===== config.mk =====
export PLATFORM = sky130hd
export DESIGN_NAME = scene_sequencer_flat
export DESIGN_NICKNAME = d
export VERILOG_FILES = /design/src/rtl/scene_sequencer_pkg.sv /design/src/rtl/scene_sequencer_if.sv /design/src/rtl/scene_sequencer_dwell_timer.sv /design/src/rtl/scene_sequencer.sv /design/src/flat_wrapper.sv
export SDC_FILE = /design/constraint.sdc
export NUM_CORES = 1
export LEC_CHECK = 0
export CORE_ASPECT_RATIO = 0.9
export CORE_MARGIN = 1.5
export CORE_UTILIZATION = 40
export DETAILED_ROUTE_END_ITERATION = 8
export PLACE_DENSITY = 0.68
export SLEW_MARGIN = 20
export SYNTH_ARGS = -nofsm -noshare
export SYNTH_HDL_FRONTEND = slang
export SYNTH_SLANG_ARGS = --single-unit

===== constraint.sdc =====
create_clock -name clk -period 5.5 [get_ports clk]
set_clock_uncertainty 0.15 [all_clocks]
set_input_delay 0.825 -clock clk [delete_from_list [all_inputs] [get_ports clk]]
set_output_delay 0.825 -clock clk [all_outputs]
set_load 0.02 [all_outputs]

===== src/rtl/scene_sequencer_pkg.sv =====
// Shared types and constants for the LED-matrix scene sequencer.
package scene_sequencer_pkg;

  typedef enum logic [1:0] {
    SCN_SUN   = 2'd0,
    SCN_MOON  = 2'd1,
    SCN_CYCLE = 2'd2,
    SCN_BLANK = 2'd3
  } scene_t;

  typedef enum logic [1:0] {
    ST_IDLE   = 2'd0,
    ST_SWITCH = 2'd1,
    ST_RUN    = 2'd2,
    ST_HOLD   = 2'd3
  } state_t;

  localparam logic [4:0] LAST_SUNMOON = 5'd15;
  localparam logic [4:0] LAST_CYCLE   = 5'd31;

  function automatic logic [4:0] last_frame(input scene_t s);
    return (s == SCN_CYCLE) ? LAST_CYCLE : LAST_SUNMOON;
  endfunction

endpackage


===== src/rtl/scene_sequencer_if.sv =====
// Command handshake from the requester plus the display-control outputs.
interface scene_sequencer_if #(
  parameter int DWELL_W = 4
);
  logic               req_valid;
  logic               req_ready;
  logic [1:0]         req_scene;
  logic [DWELL_W-1:0] req_dwell;
  logic               req_loop;
  logic [1:0]         scene;
  logic [4:0]         frame_idx;
  logic               blank;
  logic               step_pulse;
  logic               done_pulse;

  modport master (
    output req_valid, req_scene, req_dwell, req_loop,
    input  req_ready, scene, frame_idx, blank, step_pulse, done_pulse
  );

  modport slave (
    input  req_valid, req_scene, req_dwell, req_loop,
    output req_ready, scene, frame_idx, blank, step_pulse, done_pulse
  );
endinterface


===== src/rtl/scene_sequencer_dwell_timer.sv =====
// Counts frame boundaries against the active dwell and strobes when a step is due.
module scene_sequencer_dwell_timer #(
  parameter int DWELL_W = 4
) (
  input  logic               clk,
  input  logic               reset,
  input  logic               clear,
  input  logic               tick,
  input  logic [DWELL_W-1:0] dwell,
  output logic               advance
);

  logic [DWELL_W-1:0] count;
  logic [DWELL_W-1:0] limit;

  // A dwell of zero behaves as one; the limit never exceeds the counter range.
  assign limit   = (dwell == '0) ? '0 : dwell - DWELL_W'(1);
  assign advance = tick & (count == limit);

  always_ff @(posedge clk or negedge reset) begin
    if (!reset) begin
      count <= '0;
    end else if (clear) begin
      count <= '0;
    end else if (tick) begin
      count <= advance ? '0 : count + DWELL_W'(1);
    end
  end

endmodule


===== src/rtl/scene_sequencer.sv =====
// Scene sequencer: accepts scene commands and steps animation frames on frame boundaries.
module scene_sequencer
  import scene_sequencer_pkg::*;
#(
  parameter int DWELL_W = 4
) (
  input  logic              clk,
  input  logic              reset,
  input  logic              scan_wrap,
  scene_sequencer_if.slave  bus
);

  state_t             state;
  scene_t             scene_q;
  scene_t             pend_scene;
  logic [DWELL_W-1:0] dwell_q;
  logic [DWELL_W-1:0] pend_dwell;
  logic               loop_q;
  logic               pend_loop;
  logic [4:0]         frame_q;
  logic               blank_q;
  logic               step_q;
  logic               done_q;

  logic ready;
  logic accept;
  logic advance;
  logic timer_clear;
  logic timer_tick;

  assign ready       = (state != ST_SWITCH);
  assign accept      = bus.req_valid & ready;
  assign timer_clear = (state == ST_SWITCH) & scan_wrap;
  // An accept on a boundary pre-empts the step that boundary would have caused.
  assign timer_tick  = (state == ST_RUN) & scan_wrap & ~accept;

  scene_sequencer_dwell_timer #(
    .DWELL_W (DWELL_W)
  ) u_dwell_timer (
    .clk     (clk),
    .reset   (reset),
    .clear   (timer_clear),
    .tick    (timer_tick),
    .dwell   (dwell_q),
    .advance (advance)
  );

  always_ff @(posedge clk or negedge reset) begin
    if (!reset) begin
      state      <= ST_IDLE;
      scene_q    <= SCN_BLANK;
      pend_scene <= SCN_SUN;
      dwell_q    <= '0;
      pend_dwell <= '0;
      loop_q     <= 1'b0;
      pend_loop  <= 1'b0;
      frame_q    <= '0;
      blank_q    <= 1'b1;
      step_q     <= 1'b0;
      done_q     <= 1'b0;
    end else begin
      step_q <= 1'b0;
      done_q <= 1'b0;
      case (state)
        ST_IDLE, ST_HOLD: begin
          if (accept) begin
            pend_scene <= scene_t'(bus.req_scene);
            pend_dwell <= bus.req_dwell;
            pend_loop  <= bus.req_loop;
            state      <= ST_SWITCH;
          end
        end
        ST_SWITCH: begin
          // Swap scenes only at a frame boundary so no frame mixes two scenes.
          if (scan_wrap) begin
            scene_q <= pend_scene;
            dwell_q <= pend_dwell;
            loop_q  <= pend_loop;
            frame_q <= '0;
            step_q  <= (frame_q != 5'd0);
            if (pend_scene == SCN_BLANK) begin
              blank_q <= 1'b1;
              state   <= ST_IDLE;
            end else begin
              blank_q <= 1'b0;
              state   <= ST_RUN;
            end
          end
        end
        ST_RUN: begin
          if (accept) begin
            pend_scene <= scene_t'(bus.req_scene);
            pend_dwell <= bus.req_dwell;
            pend_loop  <= bus.req_loop;
            state      <= ST_SWITCH;
          end else if (advance) begin
            if (frame_q == last_frame(scene_q)) begin
              if (loop_q) begin
                frame_q <= '0;
                step_q  <= 1'b1;
              end else begin
                done_q <= 1'b1;
                state  <= ST_HOLD;
              end
            end else begin
              frame_q <= frame_q + 5'd1;
              step_q  <= 1'b1;
            end
          end
        end
        default: state <= ST_IDLE;
      endcase
    end
  end

  assign bus.req_ready  = ready;
  assign bus.scene      = scene_q;
  assign bus.frame_idx  = frame_q;
  assign bus.blank      = blank_q;
  assign bus.step_pulse = step_q;
  assign bus.done_pulse = done_q;

endmodule

===== src/flat_wrapper.sv =====
// flat-port wrapper written by rule: the top's interface ports become plain ports
module scene_sequencer_flat import scene_sequencer_pkg::*;
#(
  parameter int DWELL_W = 4
)
  (clk, reset, scan_wrap, bus_req_valid, bus_req_scene, bus_req_dwell, bus_req_loop, bus_req_ready, bus_scene, bus_frame_idx, bus_blank, bus_step_pulse, bus_done_pulse);
  scene_sequencer_if #(.DWELL_W(DWELL_W)) bus_i ();
  input  logic clk;
  input  logic reset;
  input  logic scan_wrap;
  input wire logic [$bits(bus_i.req_valid)-1:0] bus_req_valid;
  input wire logic [$bits(bus_i.req_scene)-1:0] bus_req_scene;
  input wire logic [$bits(bus_i.req_dwell)-1:0] bus_req_dwell;
  input wire logic [$bits(bus_i.req_loop)-1:0] bus_req_loop;
  output wire logic [$bits(bus_i.req_ready)-1:0] bus_req_ready;
  output wire logic [$bits(bus_i.scene)-1:0] bus_scene;
  output wire logic [$bits(bus_i.frame_idx)-1:0] bus_frame_idx;
  output wire logic [$bits(bus_i.blank)-1:0] bus_blank;
  output wire logic [$bits(bus_i.step_pulse)-1:0] bus_step_pulse;
  output wire logic [$bits(bus_i.done_pulse)-1:0] bus_done_pulse;
  assign bus_i.req_valid = bus_req_valid;
  assign bus_i.req_scene = bus_req_scene;
  assign bus_i.req_dwell = bus_req_dwell;
  assign bus_i.req_loop = bus_req_loop;
  assign bus_req_ready = bus_i.req_ready;
  assign bus_scene = bus_i.scene;
  assign bus_frame_idx = bus_i.frame_idx;
  assign bus_blank = bus_i.blank;
  assign bus_step_pulse = bus_i.step_pulse;
  assign bus_done_pulse = bus_i.done_pulse;
  scene_sequencer #(.DWELL_W(DWELL_W)) u_core (.clk(clk), .reset(reset), .scan_wrap(scan_wrap), .bus(bus_i));
endmodule

==> flow_summary.toml, run 1 <==
[worst_setup_path]
startpoint_type = "input pin"
timing.rr.start = "u_core.state[1]"
arrival_ns = 3.05
r2r-end = "u_core.bus.frame_idx[2]"
crit_required_ns = 5.55
path_class = "input pin to register"
r2r_slack_ns = 2.53
crit_path_max_fanout = 11
crit_path_end_kind = "register"
r2r_cells = 8

[sta]
rsz0062_at_grt = "false"
relSlewSlack_pct = 63.86
tightestPinTransition_ns = 0.5420
maxSlewViolCount = 0
fmax_mhz = 333.5
fin_crit_ns = 2.999
fin_crit_sh_pct = 54.52
tns_ns = 0
hold_ws_ns = 0.3369
final-hold-violation-count = 0
setup_violations = 0

[drt]
drc = 0
drt-pass1-iter-count = 4
drtIter0Drc = 109
vias_per_cell = 5.779
totalWireLength_um = 3462
postRouteAntennaNets = 0
detail_route.wl_per_cell_um = 14.99
num_vias = 1335

[logic_synthesis]
synth.most_common_cell = "nand2_1"
synth.distinct_cells = 45
synth_fp_nets = 180
syn_inst = 163
async_reset_ff_share_pct = 100.0
yosys.area.top_type = "dfrtp_1"
yosys-top-cells-area = "dfrtp_1 40%, nand2_1 7.5%, dfstp_2 5.1%"
synth_area_per_cell_um2 = 9.549
ys.flop_type = "dfrtp_1"
yosysTopAreaCellShare_pct = 40.19
synth_common_cells = "31 x nand2_1, 25 x dfrtp_1, 9 x inv_1"
synth_edf_count = 0
ys_seq_area_share_pct = 45.26
yosysWarnings = 0
synth-seq-cells = 28
syn-cell-area_um2 = 1556

[cts]
cts_tree = "done"
post_cts_buffers = 0
cts_resized = 0
path_clk_slew_ns = 0.09
cts-root-buf = "clkbuf_8"
htreeDepth = 1
cts_buffers = 3
cts_sinks = 28
cts_buffer_depth = 2
insertion_delay_ns = 0.28
cts_hold_buf = 0

[final_layout]
fillCellCount = 328
final_area_um2 = 1886
syn_to_final_growth_pct = 21.14
drive_gt1_share_pct = 10.81
num_antenna_cells = 0
layout.nets = 203

[die]
die_h_um = 62.18
die_w_um = 68.76
dieArea_um2 = 4275
num_rows = 21
core_area_um2 = 3731
initial_core_util_pct = 41.72
pin_count = 22

[grt]
grt_remaining_overflow = 0
grt_pass1_wl_um = 6161
grt_pass1_vias = 1343
antenna_found_initial = 0
grt_usage_pct = 18.56
grt_max_degree = 29

[place]
placed_area_um2 = 1814
dp_hpwl_um = 2544
gp_congestion = 0.8940
port-buffer-count = 21

[power_and_ir_drop]
finalPower_mw = 0.9113
power_leakage_nw = 0.8238
ir_drop_mv = 0.2307
power.density_nw_per_um2 = 483.3

[min_path]
min_path_type = "register to register"
min_to = "u_core.pend_loop"
min_from = "u_core.pend_loop"
whs_path_depth = 2

[run]
drv_cap = 0

[status]
status = "finished, final reports clean"
-- cells by family after synthesis --
logic type | synth area share (%)
multiplexers | 5.708
buffers and inverters | 3.296
XOR/XNOR | 1.688
adder cells (fa/ha/maj) | 4.823
flip-flops | 45.26
AO/OA/AOI/OAI | 16.88
AND/OR/NAND/NOR | 22.35
-- worst max-delay path by stage --
stage | slack, ns | cells after the start | endpoint | start
after floorplan | 3.22 | 6 | u_core.bus.frame_idx[2] | bus_req_valid
after global placement | 2.32 | 7 | u_core.bus.frame_idx[2] | bus_req_valid
after detailed placement | 2.24 | 7 | u_core.bus.frame_idx[2] | bus_req_valid
after CTS | 2.51 | 7 | u_core.bus.frame_idx[2] | bus_req_valid
after global routing | 2.26 | 8 | u_core.bus.frame_idx[0] | u_core.state[1]
final | 2.50 | 7 | u_core.bus.frame_idx[2] | bus_req_valid
-- power breakdown --
part | switching, mW | total [mW] | internal [mW]
clock | 0.0652 | 0.163 | 0.0975
combinational | 0.222 | 0.390 | 0.168
sequential | 0.0732 | 0.358 | 0.285
-- worst max-delay path, cell delays in order --
cell and delay (ns):
clkdlybuf4s50_1 0.42, nand2b_1 0.35, nand2_1 0.23, nor2_1 0.29, nand2b_1 0.23, or4_1 0.53, o211ai_1 0.17
-- stage by stage --
step                instances  setup slack (ns)  util, %
global route              231             2.264    50.54
global placement          227             2.321    48.63
floorplan                 163             3.218        -
detailed placement        227             2.244    48.63
CTS                       231             2.513    50.54
finish                    231             2.501    50.54
-- cell usage in the layout, fill, tap and decap left out, drive strengths merged, types with 3 or more instances in the layout --
master	synthesis	routed
nand2	31	31
or2	3	3
mux2	7	7
nor2b	4	4
nor2	5	5
ha	6	6
clkdlybuf4s50	0	21
inv	9	9
dfstp	3	3
nand2b	4	4
clkbuf	2	3
a21oi	7	7
or4	3	3
o21ai	6	6
nand3	5	5
dfrtp	25	25
o211ai	6	6
nor3	5	5
-- state kept, by name (all words and copies together) (netlist names) --
| register | cells |
|---|---|
| u_core.bus.blank | 1 |
| u_core.bus.done_pulse | 1 |
| u_core.bus.frame_idx | 5 |
| u_core.bus.scene | 2 |
| u_core.bus.step_pulse | 1 |
| u_core.dwell_q | 4 |
| u_core.loop_q | 1 |
| u_core.pend_dwell | 4 |
| u_core.pend_loop | 1 |
| u_core.pend_scene | 2 |
| u_core.state | 2 |
| u_core.u_dwell_timer.count | 4 |
-- layer usage --
metal  routed length [µm]  global-route usage, %  up-vias  share of wire (%)
met1                 1504                  25.44      638                 43
met3                  198                  5.072       10                5.7
met5                    0                      0        -                  0
met4                   76                  7.108        0                2.2
li1                     -                      -      631                  -
met2                 1683                  27.64       56                 49
-- layout make-up --
type                       count  area (µm²)  area share [%]
multi-input combinational    122       800.8           42.47
sequential                    28       704.4           37.36
timing repair buffer          22       217.7           11.55
tap                           46       57.56           3.052
clock buffer                   3       41.29           2.190
inverter                       9       33.78           1.792
clock inverter                 1       30.03           1.593
Power figures use the tool's default switching activity.
==> run 2, diff against run 1 <==
==> constraint.sdc (replaced) <==
create_clock -name clk -period 2.8 [get_ports clk]
set_clock_uncertainty 0.15 [all_clocks]
set_input_delay 0.42 -clock clk [delete_from_list [all_inputs] [get_ports clk]]
set_output_delay 0.42 -clock clk [all_outputs]
set_load 0.02 [all_outputs]
==> run 2 against run 1 <==
  * Core utilization barely moved
  * Worst setup slack worse by 2.1 ns
  * Via count decreased by 2.1%
  * Largest power group unchanged
  * Sequential cell count unchanged
  * Sequential share of layout area hardly changed
  * Clock power is 55% higher
==> flow_summary.toml, run 2 (synthesized netlist as in run 1, its figures left out) <==
[place]
gp_congestion = 0.8448
port-buffer-count = 21
placed_area_um2 = 1829
dp_hpwl_um = 2392

[final_layout]
fillCellCount = 355
layout_common_cells = "31 x nand2_1, 25 x dfrtp_1, 21 x clkdlybuf4s50_1"
largest_reg_flops = 5
syn_to_final_growth_pct = 21.06
final_common_cell = "nand2_1"
num_antenna_cells = 0
final_core_util_pct = 50.50
layout.nets = 205
final_area_um2 = 1884
drive_gt1_share_pct = 11.76

[power_and_ir_drop]
power_leakage_nw = 0.8268
power.share.clock_pct = 14.8
pwr-share-seq_pct = 41.0
power.density_nw_per_um2 = 908.2
p_sw_share_pct = 40.32
finalPower_mw = 1.711
internal_power_mw = 1.021
ir_drop_mv = 0.4438
power_switching_mw = 0.6900
pwr-share-comb_pct = 44.2

[cts]
htreeDepth = 1
cts_hold_buf = 0
cts_buffer_depth = 2
cts-root-buf = "clkbuf_8"
cts_buffers = 3
insertion_delay_ns = 0.28
path_clk_slew_ns = 0.10
post_cts_buffers = 0
cts_resized = 0
cts_sinks = 28
cts_tree = "done"

[die]
num_rows = 21
die_h_um = 62.18
die_w_um = 68.76
pin_count = 22
initial_core_util_pct = 41.72
core_area_um2 = 3731
dieArea_um2 = 4275

[worst_setup_path]
path_class = "register to register"
crit_path_max_fanout = 9
crit_required_ns = 2.85
r2r_cells = 8
arrival_ns = 2.50
r2r_slack_ns = 0.35
crit_path_top_delay_cell = "or4_1"
path_cells = "inv_1, ha_1, nand2b_1, nand2_1, nor2_1, nand2b_1, or4_1, o211ai_1"
r2r-end = "u_core.bus.frame_idx[2]"
path_common_cell = "nand2b_1"
crit_path_end_kind = "register"
startpoint_type = "register"
worst_path_largest_cell_delay_ns = 0.53
timing.rr.start = "u_core.state[1]"

[grt]
grt_pass1_vias = 1283
grt_pass1_wl_um = 5782
grt_max_degree = 29
antenna_found_initial = 0
grt_remaining_overflow = 0
grt_usage_pct = 17.50

[sta]
rsz0062_at_grt = "false"
fmax_mhz = 408.6
setup_violations = 0
maxSlewViolCount = 0
tns_ns = 0
final-hold-violation-count = 0
tightestPinTransition_ns = 0.5444
fin_crit_ns = 2.447
relSlewSlack_pct = 63.70
hold_ws_ns = 0.3324
fin_crit_sh_pct = 87.41

[min_path]
min_path_type = "register to register"
min_from = "u_core.pend_dwell[3]"
whs_path_depth = 2
min_to = "u_core.pend_dwell[3]"

[drt]
drtIter0Drc = 75
postRouteAntennaNets = 0
drc = 0
detail_route.wl_per_cell_um = 14.13
totalWireLength_um = 3292
wl_met1_um = 1488
dr_wl_met2_um = 1538
num_vias = 1307
vias_per_cell = 5.609
routed-wl-met3_um = 224
drt-pass1-iter-count = 4
dr.max_layer_used = "met4"

[run]
drv_cap = 0

[status]
status = "finished, final reports clean"
-- run 2: changes by cell type in the layout (fill, tap and decap cells not counted), sizes merged --
cell	before	now
buf	1	3
clkbuf	3	4
bufinv	1	0
-- run 2: how the worst max path moves through the flow --
stage	from	cells past startpoint	end	slack [ns]
2_1_floorplan	u_core.state[1]	9	u_core.bus.frame_idx[2]	0.56
3_3_place_gp	bus_req_valid	7	u_core.bus.frame_idx[2]	0.49
3_5_place_dp	bus_req_valid	7	u_core.bus.frame_idx[2]	0.38
4_1_cts	u_core.state[1]	8	u_core.bus.frame_idx[2]	0.37
5_1_grt	u_core.state[1]	8	u_core.bus.frame_idx[2]	0.09
6_report	u_core.state[1]	8	u_core.bus.frame_idx[2]	0.35
-- run 2: per-layer routing --
layer	vias up	GRT usage, %
met5	-	0
met4	0	4.902
met3	8	5.797
met2	51	26.68
met1	614	23.55
li1	634	-
-- run 2: area by class of cell --
type / instances / area (µm²) / share of cell area [%]
repair buffers: 24 / 232.7 / 12.35
clock buffers: 4 / 55.05 / 2.922
flip-flops and latches: 28 / 704.4 / 37.38
multi-input cells: 122 / 800.8 / 42.50
well taps: 46 / 57.56 / 3.054
inverters: 9 / 33.78 / 1.793
-- run 2: critical path, delay by kind of cell, from the launching register on --
kind	cells	cell delay, ns
AND/OR/NAND/NOR	5	1.21
flip-flops	1	0.39
adder cells (fa/ha/maj)	1	0.34
AO/OA/AOI/OAI	1	0.18
buffers and inverters	1	0.09
-- run 2: through the flow --
| step | std cells | setup slack, ns |
|---|---|---|
| after floorplan | 163 | 0.5584 |
| after global placement | 229 | 0.4878 |
| after detailed placement | 229 | 0.3788 |
| after CTS | 233 | 0.3723 |
| after global routing | 233 | 0.09270 |
| final | 233 | 0.3526 |
-- run 2: power groups by stage --
stage / Clock, mW / Combinational [mW] / Sequential (mW)
global placement: 0 / 0.743 / 0.701
floorplan: 0 / 0.534 / 0.699
finish: 0.253 / 0.757 / 0.701
detailed placement: 0 / 0.755 / 0.711
global route: 0.284 / 0.846 / 0.727
CTS: 0.264 / 0.760 / 0.701
